<file path="src/rtl/cpu_core_pkg.sv">
// Shared definitions for the cpu_core accumulator CPU: default widths, opcodes, FSM states.
package cpu_core_pkg;

    localparam int DATA_W_DEF = 8;
    localparam int ADDR_W_DEF = 16;

    localparam logic [3:0] OP_NOP  = 4'h0;
    localparam logic [3:0] OP_LDAC = 4'h1;
    localparam logic [3:0] OP_STAC = 4'h2;
    localparam logic [3:0] OP_MVAC = 4'h3;
    localparam logic [3:0] OP_MOVR = 4'h4;
    localparam logic [3:0] OP_JUMP = 4'h5;
    localparam logic [3:0] OP_JMPZ = 4'h6;
    localparam logic [3:0] OP_JPNZ = 4'h7;
    localparam logic [3:0] OP_ADD  = 4'h8;
    localparam logic [3:0] OP_SUB  = 4'h9;
    localparam logic [3:0] OP_INAC = 4'hA;
    localparam logic [3:0] OP_CLAC = 4'hB;
    localparam logic [3:0] OP_AND  = 4'hC;
    localparam logic [3:0] OP_OR   = 4'hD;
    localparam logic [3:0] OP_XOR  = 4'hE;
    localparam logic [3:0] OP_NOT  = 4'hF;

    typedef enum logic [3:0] {
        IDLE = 4'd0,
        FET1 = 4'd1,
        FET2 = 4'd2,
        DEC  = 4'd3,
        ADR1 = 4'd4,
        ADR2 = 4'd5,
        MEM  = 4'd6
    } state_e;

    // Opcodes followed by a two-word address operand.
    function automatic logic is_addr_op(input logic [3:0] op);
        logic res;
        case (op)
            OP_LDAC, OP_STAC, OP_JUMP, OP_JMPZ, OP_JPNZ: res = 1'b1;
            default:                                     res = 1'b0;
        endcase
        return res;
    endfunction

    function automatic logic is_mem_op(input logic [3:0] op);
        logic res;
        case (op)
            OP_LDAC, OP_STAC: res = 1'b1;
            default:          res = 1'b0;
        endcase
        return res;
    endfunction

endpackage

</file>
<file path="src/rtl/cpu_core_alu.sv">
// Combinational ALU for opcodes 8-F; result is modulo 2^DATA_W, zero flags a zero result.
module cpu_core_alu
    import cpu_core_pkg::*;
#(
    parameter int DATA_W = DATA_W_DEF
) (
    input  logic [3:0]        op_i,
    input  logic [DATA_W-1:0] ac_i,
    input  logic [DATA_W-1:0] r_i,
    output logic [DATA_W-1:0] result_o,
    output logic              zero_o
);

    // Result selection and zero detect
    always_comb begin
        result_o = ac_i;
        case (op_i)
            OP_ADD:  result_o = ac_i + r_i;
            OP_SUB:  result_o = ac_i - r_i;
            OP_INAC: result_o = ac_i + DATA_W'(1'b1);
            OP_CLAC: result_o = {DATA_W{1'b0}};
            OP_AND:  result_o = ac_i & r_i;
            OP_OR:   result_o = ac_i | r_i;
            OP_XOR:  result_o = ac_i ^ r_i;
            OP_NOT:  result_o = ~ac_i;
            default: result_o = ac_i;
        endcase
        zero_o = (result_o == {DATA_W{1'b0}});
    end

endmodule

</file>
<file path="src/rtl/cpu_core.sv">
// Multi-cycle accumulator CPU core with wait-state memory handshake and run/stop control.
// Optional single-step inputs (step_mode, step) are enabled by defining CPU_CORE_STEP_EN.
module cpu_core
    import cpu_core_pkg::*;
#(
    parameter int                DATA_W   = DATA_W_DEF,
    parameter int                ADDR_W   = ADDR_W_DEF,
    parameter logic [ADDR_W-1:0] RESET_PC = {ADDR_W{1'b0}}
) (
    input  logic              clk,
    input  logic              rst,
    input  logic              run,
`ifdef CPU_CORE_STEP_EN
    input  logic              step_mode,
    input  logic              step,
`endif
    output logic [ADDR_W-1:0] mem_addr,
    output logic              mem_rd,
    output logic              mem_wr,
    output logic [DATA_W-1:0] mem_wdata,
    input  logic [DATA_W-1:0] mem_rdata,
    input  logic              mem_ready,
    output logic [DATA_W-1:0] ac_o,
    output logic [DATA_W-1:0] r_o,
    output logic [ADDR_W-1:0] pc_o,
    output logic              z_o,
    output logic [3:0]        state_o
);

    state_e            state_q, state_d;
    logic [ADDR_W-1:0] pc_q, pc_d, ar_q, ar_d;
    logic [3:0]        ir_q, ir_d;
    logic [DATA_W-1:0] tr_q, tr_d, ac_q, ac_d, r_q, r_d, wdata_q, wdata_d;
    logic              z_q, z_d, rd_q, rd_d, wr_q, wr_d;

    logic [DATA_W-1:0] alu_res_s;
    logic              alu_zero_s;
    logic [ADDR_W-1:0] target_s;
    logic              go_s, cont_s, taken_s;

    localparam logic [ADDR_W-1:0] ADDR_ONE = ADDR_W'(1'b1);

    // go_s starts an instruction from IDLE; cont_s chains into the next one at instruction end.
`ifdef CPU_CORE_STEP_EN
    assign go_s   = step_mode ? step : run;
    assign cont_s = step_mode ? 1'b0 : run;
`else
    assign go_s   = run;
    assign cont_s = run;
`endif

    assign target_s = ADDR_W'({mem_rdata, tr_q});
    assign taken_s  = (ir_q == OP_JUMP) || ((ir_q == OP_JMPZ) && z_q) || ((ir_q == OP_JPNZ) && !z_q);

    cpu_core_alu #(.DATA_W(DATA_W)) u_alu (
        .op_i     (ir_q),
        .ac_i     (ac_q),
        .r_i      (r_q),
        .result_o (alu_res_s),
        .zero_o   (alu_zero_s)
    );

    // Next-state and datapath update logic
    always_comb begin
        state_d = state_q;
        pc_d    = pc_q;
        ar_d    = ar_q;
        ir_d    = ir_q;
        tr_d    = tr_q;
        ac_d    = ac_q;
        r_d     = r_q;
        z_d     = z_q;
        case (state_q)
            IDLE: begin
                if (go_s) state_d = FET1;
                else      state_d = IDLE;
            end
            FET1: begin
                ar_d    = pc_q;
                state_d = FET2;
            end
            FET2: begin
                if (mem_ready) begin
                    ir_d    = mem_rdata[3:0];
                    pc_d    = pc_q + ADDR_ONE;
                    state_d = DEC;
                end else begin
                    state_d = FET2;
                end
            end
            DEC: begin
                if (is_addr_op(ir_q)) begin
                    ar_d    = pc_q;
                    state_d = ADR1;
                end else begin
                    if (ir_q == OP_MVAC) begin
                        r_d = ac_q;
                    end else if (ir_q == OP_MOVR) begin
                        ac_d = r_q;
                    end else if (ir_q[3]) begin
                        ac_d = alu_res_s;
                        z_d  = alu_zero_s;
                    end else begin
                        ac_d = ac_q;
                    end
                    state_d = cont_s ? FET1 : IDLE;
                end
            end
            ADR1: begin
                if (mem_ready) begin
                    tr_d    = mem_rdata;
                    pc_d    = pc_q + ADDR_ONE;
                    ar_d    = ar_q + ADDR_ONE;
                    state_d = ADR2;
                end else begin
                    state_d = ADR1;
                end
            end
            ADR2: begin
                if (mem_ready) begin
                    pc_d = pc_q + ADDR_ONE;
                    if (is_mem_op(ir_q)) begin
                        ar_d    = target_s;
                        state_d = MEM;
                    end else begin
                        if (taken_s) pc_d = target_s;
                        else         pc_d = pc_q + ADDR_ONE;
                        state_d = cont_s ? FET1 : IDLE;
                    end
                end else begin
                    state_d = ADR2;
                end
            end
            MEM: begin
                if (mem_ready) begin
                    if (ir_q == OP_LDAC) ac_d = mem_rdata;
                    else                 ac_d = ac_q;
                    state_d = cont_s ? FET1 : IDLE;
                end else begin
                    state_d = MEM;
                end
            end
            default: state_d = IDLE;
        endcase
    end

    // Bus requests are derived from the upcoming state so they leave the core registered.
    always_comb begin
        rd_d = (state_d == FET2) || (state_d == ADR1) || (state_d == ADR2) ||
               ((state_d == MEM) && (ir_q == OP_LDAC));
        wr_d = (state_d == MEM) && (ir_q == OP_STAC);
        if (wr_d) wdata_d = ac_q;
        else      wdata_d = wdata_q;
    end

    // State and register file
    always_ff @(posedge clk or posedge rst) begin
        if (rst) begin
            state_q <= IDLE;
            pc_q    <= RESET_PC;
            ar_q    <= {ADDR_W{1'b0}};
            ir_q    <= 4'h0;
            tr_q    <= {DATA_W{1'b0}};
            ac_q    <= {DATA_W{1'b0}};
            r_q     <= {DATA_W{1'b0}};
            z_q     <= 1'b0;
            rd_q    <= 1'b0;
            wr_q    <= 1'b0;
            wdata_q <= {DATA_W{1'b0}};
        end else begin
            state_q <= state_d;
            pc_q    <= pc_d;
            ar_q    <= ar_d;
            ir_q    <= ir_d;
            tr_q    <= tr_d;
            ac_q    <= ac_d;
            r_q     <= r_d;
            z_q     <= z_d;
            rd_q    <= rd_d;
            wr_q    <= wr_d;
            wdata_q <= wdata_d;
        end
    end

    assign mem_addr  = ar_q;
    assign mem_rd    = rd_q;
    assign mem_wr    = wr_q;
    assign mem_wdata = wdata_q;
    assign ac_o      = ac_q;
    assign r_o       = r_q;
    assign pc_o      = pc_q;
    assign z_o       = z_q;
    assign state_o   = state_q;

endmodule

</file>
<file path="config.mk">
export PLATFORM = sky130hd
export DESIGN_NAME = cpu_core
export DESIGN_NICKNAME = d
export VERILOG_FILES = /design/src/rtl/cpu_core_pkg.sv /design/src/rtl/cpu_core_alu.sv /design/src/rtl/cpu_core.sv
export SDC_FILE = /design/constraint.sdc
export NUM_CORES = 1
export LEC_CHECK = 0
export ABC_CLOCK_PERIOD_IN_PS = 4100
export BUFFER_PORTS_ARGS = -buffer_cell sky130_fd_sc_hd__buf_2
export CAP_MARGIN = 20
export CORE_ASPECT_RATIO = 0.5
export CORE_MARGIN = 2
export CORE_UTILIZATION = 25
export DETAILED_ROUTE_END_ITERATION = 8
export PLACE_DENSITY = 0.49
export SLEW_MARGIN = 25
export SYNTH_ARGS = -nofsm -noshare
export SYNTH_HDL_FRONTEND = slang
export SYNTH_SLANG_ARGS = --single-unit
</file>
<file path="constraint.sdc">
create_clock -name clk -period 4.1 [get_ports clk]
set_input_delay 0.615 -clock clk [delete_from_list [all_inputs] [get_ports clk]]
set_output_delay 0.615 -clock clk [all_outputs]
set_load 0.005 [all_outputs]
</file>
==> results of run 1 <==
[cell families (layout without fill, tap and decap cells)]
logic type / after synthesis / count (layout)
buffers and inverters: 69 / 131
adders and majority gates: 27 / 27
other: 1 / 1
muxes: 34 / 34
DFF: 74 / 74
xor gates and xnor gates: 5 / 5
and+or+nand+nor: 214 / 214
AOI/OAI and AO/OA: 200 / 200
[stage by stage]
step                area [µm²]  power, mW
floorplan                 5186      3.066
global placement          5853      3.951
detailed placement        5863      3.962
CTS                       6133      4.742
global route              6140      5.129
finish                    6140      4.716
[worst max path at each step]
stage	endpoint	cells after the start
after floorplan	z_o$_DFFE_PP0P_	11
after global placement	z_o$_DFFE_PP0P_	11
after detailed placement	z_o$_DFFE_PP0P_	11
after CTS	z_o$_DFFE_PP0P_	11
after global routing	z_o$_DFFE_PP0P_	11
final	z_o$_DFFE_PP0P_	11
[layout make-up]
cell class              instances  area share (%)
well taps                     273           5.563
repair buffers                 85           7.418
flip-flops and latches         74           30.16
inverters                      31           1.936
clock inverters                 5          0.5095
multi-input cells             481           50.52
clock buffers                  10           3.892
[state kept, by name, summed over array words and instances (netlist names)]
signal,flops
state_o,3
ac_o,8
mem_wr,1
r_o,8
z_o,1
mem_addr,16
mem_rd,1
tr_q,8
mem_wdata,8
ir_q,4
pc_o,16
[metal layers]
| metal | routed length (µm) | vias up | share of wire, % | track usage (%) |
|---|---|---|---|---|
| li1 | - | 2393 | - | - |
| met1 | 8391 | 2443 | 49 | 21.86 |
| met2 | 7986 | 116 | 46 | 24.95 |
| met3 | 717 | 16 | 4.1 | 3.486 |
| met4 | 198 | 0 | 1.1 | 3.850 |
| met5 | 0 | - | 0 | 0 |
[cells in the final DEF, fill, tap and decap left out, types with 7 or more instances in the layout]
master,synthesis,routed
o22ai_1,13,13
clkbuf_16,0,9
buf_4,1,12
dfrtp_1,74,74
inv_1,30,29
mux2_2,19,19
nor3_1,13,13
ha_1,26,26
o21ai_0,72,72
a211oi_1,10,10
nand3_1,19,19
mux2i_1,13,13
nand2b_1,12,12
and3_1,10,10
nand2_1,62,62
a221o_1,11,11
buf_2,3,73
a31oi_1,7,7
a21oi_1,43,42
nor2_1,59,58
[repair_timing]
| action | 4_1_cts | 5_1_grt |
|---|---|---|
| setup endpoints to repair | 0 | 1 |
| buffers inserted | 0 | 0 |
| gates resized for setup | 0 | 1 |
| hold buffers | 0 | 0 |
[power groups by stage]
stage,registers (mW),logic (mW),clock network [mW]
2_1_floorplan,1.34,1.73,0
3_3_place_gp,1.55,2.40,0
3_5_place_dp,1.55,2.41,0
4_1_cts,1.54,2.43,0.774
5_1_grt,1.61,2.72,0.802
6_report,1.54,2.42,0.750
[worst reg2reg max path, stage by stage, from the launching register on]
cell,delay [ns]
dfrtp_1,0.64
nand4bb_1,0.39
and2_1,0.29
a22o_1,0.19
ha_1,0.27
a211oi_1,0.40
nor3b_2,0.14
o221ai_1,0.22
xnor2_1,0.11
and3_1,0.20
or3_1,0.37
o41ai_1,0.33
==> flow_summary_export.csv, run 1 <==
group,metric,value,unit
status,status,"finished, final reports clean",
worst_setup_path,cp_slowest_cell,"dfrtp_1",
placement,port_buffers,73,
finish,final_util,30.00,%
route,routed_wl,17290,µm
power_and_ir_drop,p_leak,2.735,nW
finish,finalNonFillerCells,959,
power_and_ir_drop,p_switching,2.225,mW
floorplan,fp.dieH,105.8,µm
timing,worstMarginPinSlew,0.8784,ns
logic_synthesis,synth.most_common_cell,"dfrtp_1",
logic_synthesis,yosysTopAreaCell,"dfrtp_1",
logic_synthesis,mappedNetlistArea,5186,µm²
grt,grt_pass1_wl,27100,µm
timing,maxSlewHeadroom,41.00,%
power_and_ir_drop,pwr-share-seq,32.7,%
timing,finalCriticalPeriod,3.673,ns
worst_setup_path,critPathBufInv,0,
worst_setup_path,crit_family,"simple AND/OR/NAND/NOR gates",
grt,grt_max_degree,50,
grt,grt_pass1_vias,4694,
clock_tree,tritoncts,"built",
grt,grt_antenna_before_repair,0,
logic_synthesis,synthTopCellsByCount,"dfrtp_1, o21ai_0, nand2_1, nor2_1, a21oi_1",
power_and_ir_drop,internal_power,2.491,mW
finish,syn_to_final_growth,18.38,%
clock_tree,cts_root_buffer,"clkbuf_16",
placement,dp_slack,0.3949,ns
finish,multi_input_area,3102,µm²
timing,rsz0062_at_grt,"no",
placement,dp_hpwl,12520,µm
route,postRouteAntennaNets,0,
logic_synthesis,postSynthCellCount,624,
finish,layout-drive-gt1-share,18.95,%
floorplan,dieArea,21980,µm²
route,routedWlPerCell,18.03,µm
logic_synthesis,synth-xor-area-share,0.8444,%
clock_tree,insertion_delay,0.34,ns
floorplan,start_util,25.35,%
finish,diodes,0,
power_and_ir_drop,clkPwrFrac,15.9,%
logic_synthesis,synth_top_flop_cell,"dfrtp_1",
clock_tree,clk_pin_slew_worst_paths,0.06,ns
clock_tree,htreeDepth,3,
route,drc,0,
worst_setup_path,cp-start-kind,"flip-flop",
power_and_ir_drop,p_per_area,768.1,nW/µm²
timing,finalSetupViolations,0,
worst_setup_path,rr_worst_depth,11,
logic_synthesis,synthArstFlopShare,100.0,%
worst_setup_path,timing.rr.end,"z_o$_DFFE_PP0P_",
worst_setup_path,critical_path.startpoint,"ir_q[1]$_DFFE_PP0P_",
worst_setup_path,reg2reg_slack,0.43,ns
logic_synthesis,synth.top_cell.area_share,35.71,%
worst_setup_path,crit_fanout,12,
timing,worst_clock_skew,0.006665,ns
route,drt_first_pass_iters,5,
timing,slew_violations,0,
logic_synthesis,yosys-mux-area-fraction,7.503,%
timing,setup_ws,0.4271,ns
route,drt_iter0_drc,317,
clock_tree,cts.sinks,74,
logic_synthesis,yosysWarnings,0,
route,vias,4968,
floorplan,io_pins,75,
power_and_ir_drop,p_sw_share,47.18,%
floorplan,num_rows,37,
logic_synthesis,synthesis.area_per_instance,8.311,µm²
worst_setup_path,path_cells,"nand4bb_1, and2_1, a22o_1, ha_1, a211oi_1, nor3b_2, o221ai_1, xnor2_1, and3_1, or3_1, o41ai_1",
grt,overflow,0,
timing,finalHoldViolations,0,
finish,ff_latch_area,1852,µm²
logic_synthesis,yosys.area_share.simple,20.07,%
grt,grtUsageTotal,15.77,%
worst_setup_path,r2r_start,"ir_q[1]$_DFFE_PP0P_",
logic_synthesis,synthAdderAreaFrac,6.659,%
worst_setup_path,critPathKind,"flip-flop to flip-flop",
route,viasPerCell,5.180,
hold_path,worstHoldPathType,"primary input to asynchronous set/reset pin",
clock_tree,cts_buffer_depth,2,
worst_setup_path,worstPathArrival,3.91,ns
timing,fin_tns_setup,0,ns
timing,max_clock_freq,272.3,MHz
power_and_ir_drop,combPwrFrac,51.4,%
finish,fillers,2195,
placement,numPlacedInstances,944,
worst_setup_path,slowest_delay,0.64,ns
logic_synthesis,syn-num-nets,663,
placement,place_congestion,0.9230,
timing,fin_crit_sh,89.58,%
floorplan,core-area,20460,µm²
clock_tree,cts_buffers,9,
logic_synthesis,seq_area_frac_synth,35.71,%
logic_synthesis,ys_seq_elements,74,
logic_synthesis,yosysUniqueCellTypes,62,
worst_setup_path,cp.required,4.34,ns
logic_synthesis,synth_edf_count,0,
timing,holdWs,0.3687,ns
finish,fin_nets,721,
flow_run,maxCapViolations,0,
logic_synthesis,synth-compound-area-share,24.00,%
logic_synthesis,synth_top_family_by_area,"compound AO/OA/AOI/OAI gates",
logic_synthesis,yosys-top-cells-area,"dfrtp_1, o21ai_0, ha_1",
power_and_ir_drop,peakVddDrop,0.2483,mV
worst_setup_path,crit_path_end_kind,"flip-flop",
floorplan,die_w,207.7,µm
Power figures use the tool's default switching activity.
==> inputs of run 2 (changes only) <==
- ABC_CLOCK_PERIOD_IN_PS: 4100 -> 3200
- PLACE_DENSITY: 0.49 -> 0.51
- SYNTH_HIERARCHICAL: not set -> 1
- clock period: 4.1 -> 3.2 ns (I/O delays scaled with it)
==> run 2 against run 1 <==
Compared with the run above:
- the flow now finishes with violations (negative setup slack)
- sequential share of layout area down 2.4 points
- hold slack worse by 0.17 ns
- critical path type unchanged
- synthesized area up 3.8%
- global-route usage down 0.43 points
- via count down 0.22%
- routed wire length down 1.2%
- non-clock buffer count up 29
- sequential power up 17%
- die area up 3.7%
- utilization up 2.0 points
- final cell count up 1.3%
==> flow_summary_export.csv, run 2 <==
group,metric,value,unit
timing,worst_clock_skew,0.007076,ns
route,drt_iter0_drc,392,
floorplan,num_rows,37,
worst_setup_path,critical_path.startpoint,"ir_q[3]$_DFFE_PP0P_",
floorplan,dieArea,22800,µm²
route,wl_met2,7760,µm
clock_tree,cts.sinks,74,
placement,dp_hpwl,12470,µm
logic_synthesis,synth_edf_count,0,
logic_synthesis,syn-num-nets,646,
floorplan,start_util,25.84,%
logic_synthesis,yosysTopAreaCell,"dfrtp_1",
clock_tree,cts_root_buffer,"clkbuf_16",
logic_synthesis,synth_top_flop_cell,"dfrtp_1",
route,wl_met3,702,µm
route,postRouteAntennaNets,0,
power_and_ir_drop,peakVddDrop,0.4051,mV
logic_synthesis,ys_seq_elements,74,
route,routed_wl,17090,µm
grt,grt_max_degree,38,
clock_tree,cts_buffer_depth,2,
logic_synthesis,synthTopCellsByCount,"dfrtp_1, a21oi_1, nor2_1, o21ai_0, nand2_1",
timing,finalHoldViolations,0,
worst_setup_path,crit_fanout,5,
timing,slew_violations,0,
finish,layout_commonest_cell,"dfrtp_1",
logic_synthesis,postSynthCellCount,605,
status,status,"finished, violations left",
timing,worstMarginPinSlew,0.6526,ns
logic_synthesis,synthesis.area_per_instance,8.899,µm²
worst_setup_path,worstPathArrival,3.51,ns
worst_setup_path,cp.required,3.43,ns
logic_synthesis,yosysWarnings,6,
finish,diodes,0,
timing,finalSetupViolations,2,
floorplan,core-area,20830,µm²
clock_tree,clk_pin_slew_worst_paths,0.06,ns
logic_synthesis,yosys-top-cells-area,"dfrtp_1, ha_1, mux2_2",
flow_run,maxCapViolations,0,
logic_synthesis,synth.top_cell.area_share,34.39,%
logic_synthesis,yosysUniqueCellTypes,71,
placement,placed_cell_area,6192,µm²
route,top_layer,"met4",
clock_tree,htreeDepth,3,
logic_synthesis,seq_area_frac_synth,34.39,%
worst_setup_path,reg2reg_slack,-0.08,ns
power_and_ir_drop,p_leak,3.123,nW
floorplan,fp.dieH,107.8,µm
worst_setup_path,crit_path_end_kind,"flip-flop",
finish,syn_to_final_growth,23.77,%
placement,place_congestion,0.8919,
timing,finalCriticalPeriod,3.281,ns
status,violations,"negative setup slack",
timing,maxSlewHeadroom,56.49,%
floorplan,die_w,211.5,µm
worst_setup_path,rr_worst_depth,14,
finish,layout_common_cells,"dfrtp_1, buf_2, a21oi_1",
clock_tree,tritoncts,"built",
timing,rsz0062_at_grt,"yes",
logic_synthesis,mappedNetlistArea,5384,µm²
route,drc,0,
route,drt_first_pass_iters,4,
grt,overflow,0,
grt,grt_antenna_before_repair,0,
worst_setup_path,critPathKind,"flip-flop to flip-flop",
worst_setup_path,critPathCapture,"ac_o[7]$_DFFE_PP0P_",
finish,layout-drive-gt1-share,29.37,%
power_and_ir_drop,p_per_area,938.1,nW/µm²
timing,fin_crit_sh,102.5,%
route,vias,4957,
grt,grtUsageTotal,15.34,%
floorplan,io_pins,75,
timing,setup_ws,-0.08090,ns
worst_setup_path,cp-start-kind,"flip-flop",
hold_path,worstHoldPathType,"primary input to asynchronous set/reset pin",
finish,finalNonFillerCells,971,
route,routedWlPerCell,17.60,µm
clock_tree,cts_buffers,9,
worst_setup_path,r2r_start,"ir_q[3]$_DFFE_PP0P_",
finish,fin_nets,734,
route,viasPerCell,5.105,
finish,fin_area,6664,µm²
logic_synthesis,synthArstFlopShare,100.0,%
clock_tree,insertion_delay,0.34,ns
timing,max_clock_freq,304.8,MHz
route,m1WireLength,8486,µm
placement,port_buffers,73,
grt,grt_pass1_wl,26990,µm
placement,numPlacedInstances,946,
worst_setup_path,timing.rr.end,"ac_o[7]$_DFFE_PP0P_",
grt,grt_pass1_vias,4711,
logic_synthesis,synth.most_common_cell,"dfrtp_1",
-- run 2: timing repair --
action | in CTS | in global routing
endpoints found under the setup margin | 2 | 5
hold buffers | 0 | 0
pin swaps | 0 | 11
buffers inserted | 0 | 9
resized for setup | 1 | 27
-- run 2: logic make-up after synthesis --
kind of cell	after synthesis	synth area share [%]
simple gates	181	17.57
buf+inv	71	5.810
flops	74	34.39
other cells	1	0.06965
mux	62	13.22
fa+ha+maj	29	6.879
xor+xnor	11	1.789
compound gates	176	20.27
-- run 2: how the worst min path moves through the flow --
stage | depth (start not counted) | from | end
final | 2 | rst | pc_o[8]$_DFFE_PP0P_
after global routing | 2 | rst | pc_o[8]$_DFFE_PP0P_
after CTS | 2 | rst | pc_o[8]$_DFFE_PP0P_
after detailed placement | 1 | mem_wdata[0]$_DFFE_PP0P_ | mem_wdata[0]$_DFFE_PP0P_
after global placement | 1 | mem_wdata[6]$_DFFE_PP0P_ | mem_wdata[6]$_DFFE_PP0P_
after floorplan | 1 | tr_q[5]$_DFFE_PP0P_ | tr_q[5]$_DFFE_PP0P_
-- run 2: per-stage QoR --
step / setup TNS (ns) / power, mW / setup slack (ns) / utilization (%) / hold slack (ns)
floorplan: -0.09800 / 3.922 / -0.05604 / - / 0.4955
global placement: 0 / 4.965 / 0.09443 / 29.72 / 0.4918
detailed placement: -0.01934 / 5.019 / -0.01934 / 29.72 / 0.4978
CTS: 0 / 6.060 / 0.01975 / 31.08 / 0.2207
global route: -0.4001 / 6.763 / -0.2147 / 31.99 / 0.2450
finish: -0.1106 / 6.252 / -0.08090 / 31.99 / 0.2010
-- run 2: metal layers --
layer | track usage [%] | vias up
met3 | 3.559 | 12
met2 | 23.85 | 109
met4 | 3.169 | 0
met1 | 21.63 | 2456
li1 | - | 2380
met5 | 0 | -
-- run 2: where the power goes --
group / switching, mW / internal (mW)
Combinational: 1.88 / 1.57
Sequential: 0.517 / 1.28
Clock: 0.403 / 0.603
Total: 2.80 / 3.45
-- run 2: area by class of cell --
| class | count | area [µm²] |
|---|---|---|
| fillers | 2176 | 14170 |
| multi-input cells | 460 | 3376 |
| flip-flops and latches | 74 | 1852 |
| repair buffers | 114 | 685.7 |
| well taps | 273 | 341.6 |
| clock buffers | 13 | 240.2 |
| inverters | 34 | 128.9 |
| clock inverters | 3 | 40.04 |
-- run 2: critical path, cell delays in order, from the launching register on --
cell and delay (ns):
dfrtp_1 0.43, nor2b_4 0.22, nand2_4 0.10, or3_4 0.36, a21oi_4 0.16, ha_1 0.27, a21oi_2 0.18, nand2_2 0.11
o221ai_2 0.18, xor2_1 0.22, o21ai_1 0.08, a221o_1 0.37, mux2i_1 0.14, a21oi_1 0.08, mux2_2 0.26
